$ cat config.mk
export PLATFORM = sky130hd
export DESIGN_NAME = ctrl_pipe_unit
export DESIGN_NICKNAME = d
export VERILOG_FILES = /design/src/rtl/ctrl_pkg.sv /design/src/rtl/ctrl_decode.sv /design/src/rtl/ctrl_pipe_unit.sv
export SDC_FILE = /design/constraint.sdc
export NUM_CORES = 1
export LEC_CHECK = 0
export CORE_ASPECT_RATIO = 1.5
export CORE_MARGIN = 2
export CORE_UTILIZATION = 46
export CTS_CLUSTER_SIZE = 16
export DETAILED_ROUTE_END_ITERATION = 16
export GPL_TIMING_DRIVEN = 1
export PLACE_DENSITY = 0.88
export RECOVER_POWER = 50
export SLEW_MARGIN = 5
export SYNTH_ARGS = -nofsm -noshare
export SYNTH_HDL_FRONTEND = slang
export SYNTH_SLANG_ARGS = --single-unit
$ cat constraint.sdc
create_clock -name Clk -period 3.2 [get_ports Clk]
set_clock_uncertainty 0.1 [all_clocks]
set_input_delay 0.32 -clock Clk [delete_from_list [all_inputs] [get_ports Clk]]
set_output_delay 0.32 -clock Clk [all_outputs]
set_load 0.02 [all_outputs]
$ cat src/rtl/ctrl_pkg.sv
// Shared control-bundle types, opcode map and ALU operation encodings.
// Latency: n/a (types and constants only).
// Backpressure: n/a.
package ctrl_pkg;

    // Opcode map; R-type occupies the three codes OP_R1..OP_R3
    localparam int unsigned OP_NOP  = 0;
    localparam int unsigned OP_R1   = 1;
    localparam int unsigned OP_R2   = 2;
    localparam int unsigned OP_R3   = 3;
    localparam int unsigned OP_LUI  = 4;
    localparam int unsigned OP_ADDI = 5;
    localparam int unsigned OP_LW   = 6;
    localparam int unsigned OP_SW   = 7;
    localparam int unsigned OP_JMP  = 8;
    localparam int unsigned OP_BEQ  = 9;
    localparam int unsigned OP_BNE  = 10;

    localparam logic [1:0] ALU_ADD  = 2'd0;
    localparam logic [1:0] ALU_LUI  = 2'd1;
    localparam logic [1:0] ALU_FUNC = 2'd2;
    localparam logic [1:0] ALU_NOP  = 2'd3;

    // Control bundle carried into EX; RegDst is consumed at ID to pick the dest
    typedef struct packed {
        logic [1:0] alu_op;
        logic       alu_src;
        logic       branch;
        logic       mem_read;
        logic       mem_write;
        logic       reg_write;
        logic       mem_to_reg;
    } ctrl_t;

    // Subset still needed once the instruction has left EX
    typedef struct packed {
        logic mem_read;
        logic mem_write;
        logic reg_write;
        logic mem_to_reg;
    } mem_ctrl_t;

    typedef struct packed {
        logic reg_write;
        logic mem_to_reg;
    } wb_ctrl_t;

    localparam ctrl_t NOP_BUNDLE = '{
        alu_op:     ALU_NOP,
        alu_src:    1'b0,
        branch:     1'b0,
        mem_read:   1'b0,
        mem_write:  1'b0,
        reg_write:  1'b0,
        mem_to_reg: 1'b0
    };

endpackage

$ cat src/rtl/ctrl_decode.sv
// Opcode to control bundle decode, plus which source registers the op reads.
// Latency: purely combinational.
// Backpressure: none; output follows the opcode every cycle.
module ctrl_decode
    import ctrl_pkg::*;
#(
    parameter int OPW = 6
) (
    input  logic [OPW-1:0] opcode,
    output ctrl_t          ctrl,
    output logic           reg_dst,
    output logic           uses_rs,
    output logic           uses_rt
);

    logic [31:0] op_ext;
    assign op_ext = 32'(opcode);

    // Undefined and out-of-range opcodes fall through to the nop bundle
    always_comb begin
        ctrl    = NOP_BUNDLE;
        reg_dst = 1'b0;
        uses_rs = 1'b0;
        uses_rt = 1'b0;
        case (op_ext)
            OP_R1, OP_R2, OP_R3: begin
                ctrl.alu_op    = ALU_FUNC;
                ctrl.reg_write = 1'b1;
                reg_dst        = 1'b1;
                uses_rs        = 1'b1;
                uses_rt        = 1'b1;
            end
            OP_LUI: begin
                ctrl.alu_op    = ALU_LUI;
                ctrl.alu_src   = 1'b1;
                ctrl.reg_write = 1'b1;
            end
            OP_ADDI: begin
                ctrl.alu_op    = ALU_ADD;
                ctrl.alu_src   = 1'b1;
                ctrl.reg_write = 1'b1;
                uses_rs        = 1'b1;
            end
            OP_LW: begin
                ctrl.alu_op     = ALU_ADD;
                ctrl.alu_src    = 1'b1;
                ctrl.mem_read   = 1'b1;
                ctrl.reg_write  = 1'b1;
                ctrl.mem_to_reg = 1'b1;
                uses_rs         = 1'b1;
            end
            OP_SW: begin
                ctrl.alu_op    = ALU_ADD;
                ctrl.alu_src   = 1'b1;
                ctrl.mem_write = 1'b1;
                uses_rs        = 1'b1;
                uses_rt        = 1'b1;
            end
            OP_JMP: begin
                ctrl.alu_op = ALU_ADD;
                ctrl.branch = 1'b1;
                uses_rs     = 1'b1;
            end
            OP_BEQ: begin
                ctrl.alu_op = ALU_ADD;
                ctrl.branch = 1'b1;
                uses_rs     = 1'b1;
                uses_rt     = 1'b1;
            end
            OP_BNE: begin
                ctrl.alu_op = ALU_LUI;
                ctrl.branch = 1'b1;
                uses_rs     = 1'b1;
                uses_rt     = 1'b1;
            end
            default: ;
        endcase
    end

endmodule

$ cat src/rtl/ctrl_pipe_unit.sv
// Pipelined control: ID decode carried through ID/EX, EX/MEM, MEM/WB registers.
// Latency: Ex* one edge after ID, Mem* two edges, Wb* three edges.
// Backpressure: HazardStall asks fetch/decode to hold for one cycle on load-use; downstream never stalls.
module ctrl_pipe_unit
    import ctrl_pkg::*;
#(
    parameter int OPW       = 6,
    parameter int REGW      = 5,
    parameter int HAZARD_EN = 1
) (
    input  logic            Clk,
    input  logic            Reset,
    input  logic [OPW-1:0]  Opcode,
    input  logic [REGW-1:0] Rs,
    input  logic [REGW-1:0] Rt,
    input  logic [REGW-1:0] Rd,
    input  logic            Flush,
    output logic            HazardStall,
    output logic [1:0]      ExALUOp,
    output logic            ExALUSrc,
    output logic            ExBranch,
    output logic [REGW-1:0] ExDest,
    output logic            MemRead,
    output logic            MemWrite,
    output logic            WbRegWrite,
    output logic            WbMemtoReg,
    output logic [REGW-1:0] WbDest
);

    ctrl_t           id_ctrl;
    logic            id_reg_dst;
    logic            id_uses_rs;
    logic            id_uses_rt;
    logic [REGW-1:0] id_dest;

    ctrl_t           ex_q;
    logic [REGW-1:0] ex_dest_q;
    mem_ctrl_t       mem_q;
    logic [REGW-1:0] mem_dest_q;
    wb_ctrl_t        wb_q;
    logic [REGW-1:0] wb_dest_q;

    logic            load_use;

    ctrl_decode #(.OPW(OPW)) u_decode (
        .opcode  (Opcode),
        .ctrl    (id_ctrl),
        .reg_dst (id_reg_dst),
        .uses_rs (id_uses_rs),
        .uses_rt (id_uses_rt)
    );

    assign id_dest = id_reg_dst ? Rd : Rt;

    // A load in EX whose result the ID instruction reads; r0 is never a real dependency
    always_comb begin
        load_use = ex_q.mem_read && ex_q.reg_write && (ex_dest_q != '0) &&
                   ((id_uses_rs && (Rs == ex_dest_q)) || (id_uses_rt && (Rt == ex_dest_q)));
    end

    assign HazardStall = (HAZARD_EN != 0) && load_use;

    // ID/EX: flush beats stall; both insert a nop with a zero destination
    always_ff @(posedge Clk or posedge Reset) begin
        if (Reset) begin
            ex_q      <= NOP_BUNDLE;
            ex_dest_q <= '0;
        end else if (Flush || HazardStall) begin
            ex_q      <= NOP_BUNDLE;
            ex_dest_q <= '0;
        end else begin
            ex_q      <= id_ctrl;
            ex_dest_q <= id_dest;
        end
    end

    // EX/MEM and MEM/WB advance every cycle regardless of stalls upstream
    always_ff @(posedge Clk or posedge Reset) begin
        if (Reset) begin
            mem_q      <= '0;
            mem_dest_q <= '0;
            wb_q       <= '0;
            wb_dest_q  <= '0;
        end else begin
            mem_q.mem_read   <= ex_q.mem_read;
            mem_q.mem_write  <= ex_q.mem_write;
            mem_q.reg_write  <= ex_q.reg_write;
            mem_q.mem_to_reg <= ex_q.mem_to_reg;
            mem_dest_q       <= ex_dest_q;
            wb_q.reg_write   <= mem_q.reg_write;
            wb_q.mem_to_reg  <= mem_q.mem_to_reg;
            wb_dest_q        <= mem_dest_q;
        end
    end

    assign ExALUOp    = ex_q.alu_op;
    assign ExALUSrc   = ex_q.alu_src;
    assign ExBranch   = ex_q.branch;
    assign ExDest     = ex_dest_q;
    assign MemRead    = mem_q.mem_read;
    assign MemWrite   = mem_q.mem_write;
    assign WbRegWrite = wb_q.reg_write;
    assign WbMemtoReg = wb_q.mem_to_reg;
    assign WbDest     = wb_dest_q;

endmodule

* Word level (Yosys, flattened, before mapping)
Index checks and enable logic that the tools add are counted.
Operators by class: shift-type cells 0, add/subtract/negate cells 0, $lt $le $gt $ge 0, divide/modulo/power cells 0, equality and inequality tests 12, reduce and logical (&&, ||, !) cells 16, multiply operators 0, bitwise operators 0, multiplexer cells 12
Operators with widths (count):
- $eq 6x3->1 const B | 4
- $eq 6x4->1 const B | 3
- $eq 6x2->1 const B | 2
- $reduce_or 6->1 | 2
- $eq 5x5->1 | 2
- $mux 5 | 2
- $reduce_or 9->1 | 1
- $mux 1 | 8
- $mux 8 | 1
- $eq 6x1->1 const B | 1
- $pmux 2 s3 | 1
- $reduce_or 3->1 | 2
- $logic_and 1x1->1 | 5
- $reduce_bool 5->1 | 1
- $reduce_or 5->1 | 1
- $reduce_or 4->1 | 1
- $logic_or 1x1->1 | 2
- $reduce_or 2->1 | 1
Word-level totals: RAM bits 0, register bits after elaboration 29, memories kept 0, bits in read-only memories 0, latch bits 0, bits of input ports 24

* Depth between registers and ports, before layout
Gate-level depths: netlist of the first run.
word-level depth 8, depth in mapped cells 7, gate-level depth less buffers 5

* Cells and area by module
From an unflattened synthesis of the first run, not the netlist that was laid out.
Second synthesis, totals: cell total of the unflattened synthesis 106, area total of the unflattened synthesis 1282.5 sq um
Modules (own cells, without submodules):
- ctrl_pipe_unit | seq. area each 728.2 sq um, cells each 78, instances 1, area an instance 1106.1 sq um
- ctrl_decode | seq. area each 0.0 sq um, cells each 28, instances 1, area an instance 176.4 sq um

* Least setup slack after synthesis of the first run
OpenSTA, ideal clock, no wires.
path type reg2out, from register ex_dest_q[1] (netlist: ExDest[1]), to output HazardStall, required time 2.780 ns, arrival time 1.815 ns, setup slack 0.965 ns, cell stages (with the launch flop) 6, cell sequence dfrtp_1 or4_1 o2111ai_2 a221oi_1 buf_6 or2_2
On the way: word-level cells in the longest chain between the ends 4, elaborated cells on any way between the ends 8
RTL lines:
- from (decl) | line ctrl_pipe_unit.sv:37 | logic [REGW-1:0] ex_dest_q;
- from (signal assigned) | line ctrl_pipe_unit.sv:73 | ex_dest_q <= id_dest;
- $eq 5x5->1 | line ctrl_pipe_unit.sv:58 | ((id_uses_rs && (Rs == ex_dest_q)) || (id_uses_rt && (Rt == ex_dest_q)));
- $logic_and 1x1->1 | line ctrl_pipe_unit.sv:58
- $logic_or 1x1->1 | line ctrl_pipe_unit.sv:58
- $logic_and 1x1->1 * | line ctrl_pipe_unit.sv:57 | load_use = ex_q.mem_read && ex_q.reg_write && (ex_dest_q != '0) &&
- to (decl) | line ctrl_pipe_unit.sv:18 | output logic HazardStall,
Mark *: on every way between the ends. The rest lies on a longest branch, timed or not.

* Final worst setup path of the first run
Same ends and word-level chain as after synthesis.

==> impl_metrics.json, run 1 <==
{
  "status": "completed",
  "synth.area.mux_share_pct": 5.19,
  "area_delta_synth_final_pct": 38.3,
  "synth-xor-area-share_pct": 7.58,
  "hp-class": "register to register",
  "maxCapViolations": 0,
  "cts.path.max_buffers": 2,
  "gp_congestion": 0.805,
  "regArea_sq_um": 678,
  "worstSetupPathType": "register to output port",
  "maxSlewViolCount": 0,
  "routedWlPerCell_um": 14.5,
  "synthesis.area_sq_um": 1160,
  "final_cells": 158,
  "max_freq_mhz": 342,
  "ys_seq_area_share_pct": 58.7,
  "ys_ff_latch": 27,
  "drc": 0,
  "fin_area_sq_um": 1600,
  "synthArstFlopShare_pct": 100,
  "worst_pin_slew_ns": 0.923,
  "dr.pass1.iters": 4,
  "critPathTopFamily": "simple AND/OR/NAND/NOR gates",
  "drt_iter0_drc": 8,
  "grt_pass1_wl_um": 4000,
  "pwr-share-clk_pct": 22.7,
  "fin_util_pct": 66.0,
  "dp_cells": 154,
  "crit_required_ns": 2.78,
  "synth_adder_area_share_pct": 0,
  "cts_root_buf": "clkbuf_4",
  "die_w_um": 44.9,
  "hold_violations": 0,
  "clk_pin_slew_ns": 0.13,
  "die_h_um": 65.4,
  "cts_made_buffers": 3,
  "syn_avg_cell_area_sq_um": 12.4,
  "syn_nets": 117,
  "cts-htree-levels": 1,
  "crit_fanout": 5,
  "cp-start-kind": "register",
  "fp-row-count": 22,
  "switchingPower_uw": 147,
  "hold_ws_ns": 0.263,
  "synth_simple_gate_area_share_pct": 16.1,
  "grt_pass1_vias": 921,
  "period_needed_ns": 2.92,
  "place_area_sq_um": 1570,
  "crit_path_max_incr_delay_ns": 0.57,
  "vdd_ir_drop_max_v": 0.000244,
  "num_vias": 872,
  "setup_viol": 0,
  "cts_resized": 0,
  "timing.slew.headroom_pct": 38.4,
  "synth_cells": 93,
  "p_int_uw": 458,
  "path_buf_inv": 1,
  "fin_nets": 159,
  "antenna_cells": 0,
  "yosysUniqueCellTypes": 31,
  "core-area_sq_um": 2420,
  "synth_top_family_by_area": "simple AND/OR/NAND/NOR gates",
  "seq_power_share_pct": 60.0,
  "arrival_ns": 2.50,
  "gr-usage-all-layers_pct": 18.4,
  "clk-insertion-delay-late_ns": 0.31,
  "grt.overflow.total": 0,
  "synth_edf_count": 0,
  "die-area_sq_um": 2940,
  "hold_buffers": 0,
  "clock-sinks": 27,
  "switching_share_pct": 24.3,
  "via_per_inst": 5.52,
  "dp_hpwl_um": 1880,
  "grt_setup_unrepaired": "false",
  "cts_tree": "built",
  "cts_setup_buffers": 0,
  "fillCellCount": 189,
  "drtAntennaViolNets": 0,
  "synth_ff_type": "dfrtp_1",
  "wirelength_um": 2300,
  "synth_compound_area_share_pct": 7.79,
  "worst_path_max_delay_cell": "or4_1",
  "antenna_found_initial": 0,
  "initial_core_util_pct": 47.7,
  "multiInputGateArea_sq_um": 424,
  "cp-end-kind": "output port",
  "powerDensity_nw_per_um2": 378,
  "synth_warnings": 0,
  "grt_start_max_net_pins": 28,
  "power_frac_comb_pct": 17.3,
  "power_leakage_uw": 0.000700,
  "fin_tns_setup_ns": 0,
  "drive_gt1_share_pct": 9.70,
  "io-pin-count": 43,
  "place.port_buffers": 42,
  "min_period_over_period_pct": 91.4,
  "path_cells": "or4_1, o2111ai_2, a221oi_1, or2_2, clkdlybuf4s50_1"
}
-- per-layer routing --
layer	GRT usage, %	vias to the layer above	wire [um]
li1	-	419	-
met1	19.9	418	896
met2	33.9	31	1250
met3	1.10	4	104
met4	9.93	0	46
met5	0	-	0
-- synthesized netlist by cell type, types with 2 or more instances --
| master | n | area (sq um) |
|---|---|---|
| buf_4 | 2 | 15.0 |
| clkbuf_1 | 2 | 7.51 |
| nor4_1 | 9 | 56.3 |
| nand2_1 | 4 | 15.0 |
| nand3_1 | 3 | 15.0 |
| nor3_1 | 6 | 30.0 |
| xnor2_1 | 4 | 35.0 |
| o21ai_0 | 2 | 10.0 |
| dfrtp_1 | 25 | 626 |
| xor2_1 | 6 | 52.6 |
| dfstp_2 | 2 | 52.6 |
| or2_2 | 2 | 12.5 |
| mux2i_1 | 6 | 60.1 |
| buf_6 | 2 | 22.5 |
| nor2_1 | 2 | 7.51 |
-- registers in the layout, summed over array words and instances, names as in the netlist --
name / count
WbRegWrite: 1
ExALUSrc: 1
WbDest: 5
mem_dest_q: 5
ExBranch: 1
ex_q: 3
mem_q: 1
MemWrite: 1
ExALUOp: 2
ExDest: 5
WbMemtoReg: 1
MemRead: 1
-- cells in the final DEF (no fill, tap or decap), types with 2 or more instances in the layout --
master / count
clkdlybuf4s50_1: 41
dfrtp_1: 25
nor4_1: 9
xor2_1: 6
nor3_1: 6
mux2i_1: 6
xnor2_1: 4
nand2_1: 4
nand3_1: 3
clkbuf_4: 3
dfstp_2: 2
nor2_1: 2
or2_2: 2
o21ai_0: 2
buf_4: 2
-- path summary, 6_finish.rpt --
kind	start	slack [ns]	end	depth (start not counted)
setup / recovery	ExDest[1]$_DFF_PP0_	0.28	HazardStall	5
hold / removal	mem_dest_q[3]$_DFF_PP0_	0.26	WbDest[3]$_DFF_PP0_	0
setup reg to reg	ExDest[1]$_DFF_PP0_	1.00	ExALUOp[1]$_DFF_PP1_	5
hold reg to reg	mem_dest_q[3]$_DFF_PP0_	0.26	WbDest[3]$_DFF_PP0_	0
min in group asynchronous	Reset	0.53	MemRead$_DFF_PP0_	2
max in group asynchronous	Reset	1.90	ExDest[2]$_DFF_PP0_	2
-- stage by stage --
step                power (uW)  setup slack (ns)
detailed placement         475             0.323
finish                     605             0.276
CTS                        609             0.240
global route               631             0.159
global placement           471             0.417
floorplan                  418             0.965
-- cell families (layout without fill, tap and decap cells) --
kind of cell / Yosys count / in the layout
and+or+nand+nor: 33 / 33
DFF: 27 / 27
xor gates and xnor gates: 10 / 10
AOI/OAI and AO/OA: 9 / 9
buffers and inverters: 8 / 49
muxes: 6 / 6
-- power by group through the flow --
| stage | combinational (uW) | sequential [uW] | clock (uW) |
|---|---|---|---|
| after floorplan | 39.2 | 379 | 0 |
| after global placement | 102 | 369 | 0 |
| after detailed placement | 105 | 370 | 0 |
| after CTS | 106 | 364 | 140 |
| after global routing | 114 | 365 | 153 |
| final | 104 | 363 | 137 |
-- area by class of cell --
cell class | count | area share, %
Multi-Input combinational cell | 58 | 26.5
Sequential cell | 27 | 42.4
Clock inverter | 1 | 0.313
Tap cell | 24 | 1.88
Inverter | 1 | 0.235
Timing Repair Buffer | 44 | 27.2
Clock buffer | 3 | 1.41
(Power assumes the default switching activity.)
==> run 2: changes to the inputs <==
- CAP_MARGIN: default -> 20
- CORE_MARGIN: 2 -> 5
==> run 2 against run 1 <==
Effect of this change: core utilization up 0.10 points; non-clock buffer count up 1; first-iteration DRC count up 75%; via count up 3.0%; fmax down 0.41%; critical path type unchanged.
==> impl_metrics.json, run 2 (synthesized netlist as in run 1, its figures left out) <==
{
  "power_leakage_uw": 0.000698,
  "dp_hpwl_um": 1950,
  "grt_setup_unrepaired": "false",
  "die_w_um": 50.9,
  "arrival_ns": 2.52,
  "drive_gt1_share_pct": 8.89,
  "grt_use_met2_pct": 24.6,
  "timing.slew.headroom_pct": 18.0,
  "cp-end-kind": "output port",
  "crit_fanout": 5,
  "drtAntennaViolNets": 0,
  "cts_root_buf": "clkbuf_4",
  "dr.pass1.iters": 4,
  "r2r.worst_path.cells": 5,
  "core-area_sq_um": 2420,
  "setup_viol": 0,
  "p_int_uw": 460,
  "fp-row-count": 22,
  "maxSlewViolCount": 0,
  "grt_pass1_wl_um": 4020,
  "regArea_sq_um": 678,
  "cts_made_buffers": 3,
  "antenna_found_initial": 0,
  "die-area_sq_um": 3640,
  "path_buf_inv": 1,
  "hold_buffers": 0,
  "grt_most_used_layer": "met2",
  "antenna_cells": 0,
  "crit_required_ns": 2.78,
  "seq_power_share_pct": 60.0,
  "worstSetupPathType": "register to output port",
  "grt.overflow.total": 0,
  "vdd_ir_drop_max_v": 0.000295,
  "drc": 0,
  "via_per_inst": 5.65,
  "power_frac_comb_pct": 17.3,
  "cp-start-kind": "register",
  "final_common_cell": "clkdlybuf4s50_1",
  "grt_start_max_net_pins": 28,
  "min_period_over_period_pct": 91.8,
  "status": "completed",
  "r2r_end": "ExALUOp[1]$_DFF_PP1_",
  "max_freq_mhz": 341,
  "path_cells": "or4_1, o2111ai_2, a221oi_1, or2_2, clkdlybuf4s50_1",
  "io-pin-count": 43,
  "place.port_buffers": 42,
  "use_met1_pct": 16.6,
  "clk_pin_slew_ns": 0.13,
  "initial_core_util_pct": 47.7,
  "die_h_um": 71.4,
  "clock-sinks": 27,
  "clk-insertion-delay-late_ns": 0.31,
  "switchingPower_uw": 146,
  "hp-class": "input port to asynchronous set/reset pin",
  "fin_tns_setup_ns": 0,
  "maxCapViolations": 0,
  "cts_tree": "built",
  "worst_path_max_delay_cell": "or4_1",
  "fin_nets": 160,
  "fin_area_sq_um": 1600,
  "powerDensity_nw_per_um2": 378,
  "grt_pass1_vias": 885,
  "place_area_sq_um": 1570,
  "ff2ff_setup_slack_ns": 0.98,
  "cts_setup_buffers": 0,
  "cts-htree-levels": 1,
  "period_needed_ns": 2.94,
  "cts_resized": 0,
  "critPathTopFamily": "simple AND/OR/NAND/NOR gates",
  "gp_congestion": 0.823,
  "area_delta_synth_final_pct": 38.5,
  "pwr-share-clk_pct": 22.7,
  "num_vias": 898,
  "grt_use_met3_pct": 1.04,
  "fillCellCount": 206,
  "hold_violations": 0,
  "crit_path_max_incr_delay_ns": 0.57,
  "cts.path.max_buffers": 2,
  "routedWlPerCell_um": 15.1,
  "worst_pin_slew_ns": 1.23,
  "final_cell_mix": "clkdlybuf4s50_1, dfrtp_1, nor4_1",
  "power_uw": 606,
  "multiInputGateArea_sq_um": 424,
  "gr-usage-all-layers_pct": 14.1,
  "wirelength_um": 2400,
  "r2r_start": "ExDest[2]$_DFF_PP0_",
  "switching_share_pct": 24.1,
  "drt_iter0_drc": 14
}
## run 2: cell type report
class                           instances  share of cell area, %
Sequential cell                        27                   42.3
Timing Repair Buffer                   45                   27.4
Multi-Input combinational cell         58                   26.5
Tap cell                               24                   1.87
Clock buffer                            4                   1.64
Inverter                                1                  0.234
## run 2: stage by stage
step / util, % / hold slack, ns / setup slack [ns] / cells
2_1_floorplan: - / 0.231 / 0.965 / 93
3_3_place_gp: 64.9 / 0.232 / 0.421 / 154
3_5_place_dp: 64.9 / 0.235 / 0.349 / 154
4_1_cts: 66.0 / 0.264 / 0.250 / 158
5_1_grt: 66.1 / 0.197 / 0.164 / 159
6_report: 66.1 / 0.193 / 0.263 / 159
## run 2: how the worst max path moves through the flow
stage                              startpoint           to  slack (ns)  cells past startpoint
after CTS                 ExDest[1]$_DFF_PP0_  HazardStall        0.25                      5
after floorplan           ExDest[1]$_DFF_PP0_  HazardStall        0.97                      5
after global placement              Opcode[2]  HazardStall        0.42                      7
final                     ExDest[2]$_DFF_PP0_  HazardStall        0.26                      5
after detailed placement            Opcode[1]  HazardStall        0.35                      6
after global routing      ExDest[1]$_DFF_PP0_  HazardStall        0.16                      5
## run 2: worst register-to-register path, stage by stage, from the launching register on
cell	delay (ns)
dfrtp_1	0.48
or4_1	0.57
o2111ai_2	0.25
a221oi_1	0.09
buf_4	0.19
or3_2	0.47
## run 2: power by group through the flow
| stage | sequential [uW] | combinational [uW] | clock, uW |
|---|---|---|---|
| 6_report | 363 | 105 | 137 |
| 5_1_grt | 366 | 113 | 155 |
| 4_1_cts | 364 | 106 | 140 |
| 3_5_place_dp | 370 | 106 | 0 |
| 3_3_place_gp | 369 | 102 | 0 |
| 2_1_floorplan | 379 | 39.2 | 0 |
## run 2: metal layers
metal / routed length, um / vias up
li1: - / 420
met1: 907 / 441
met2: 1290 / 31
met3: 143 / 6
met4: 57 / 0
met5: 0 / -
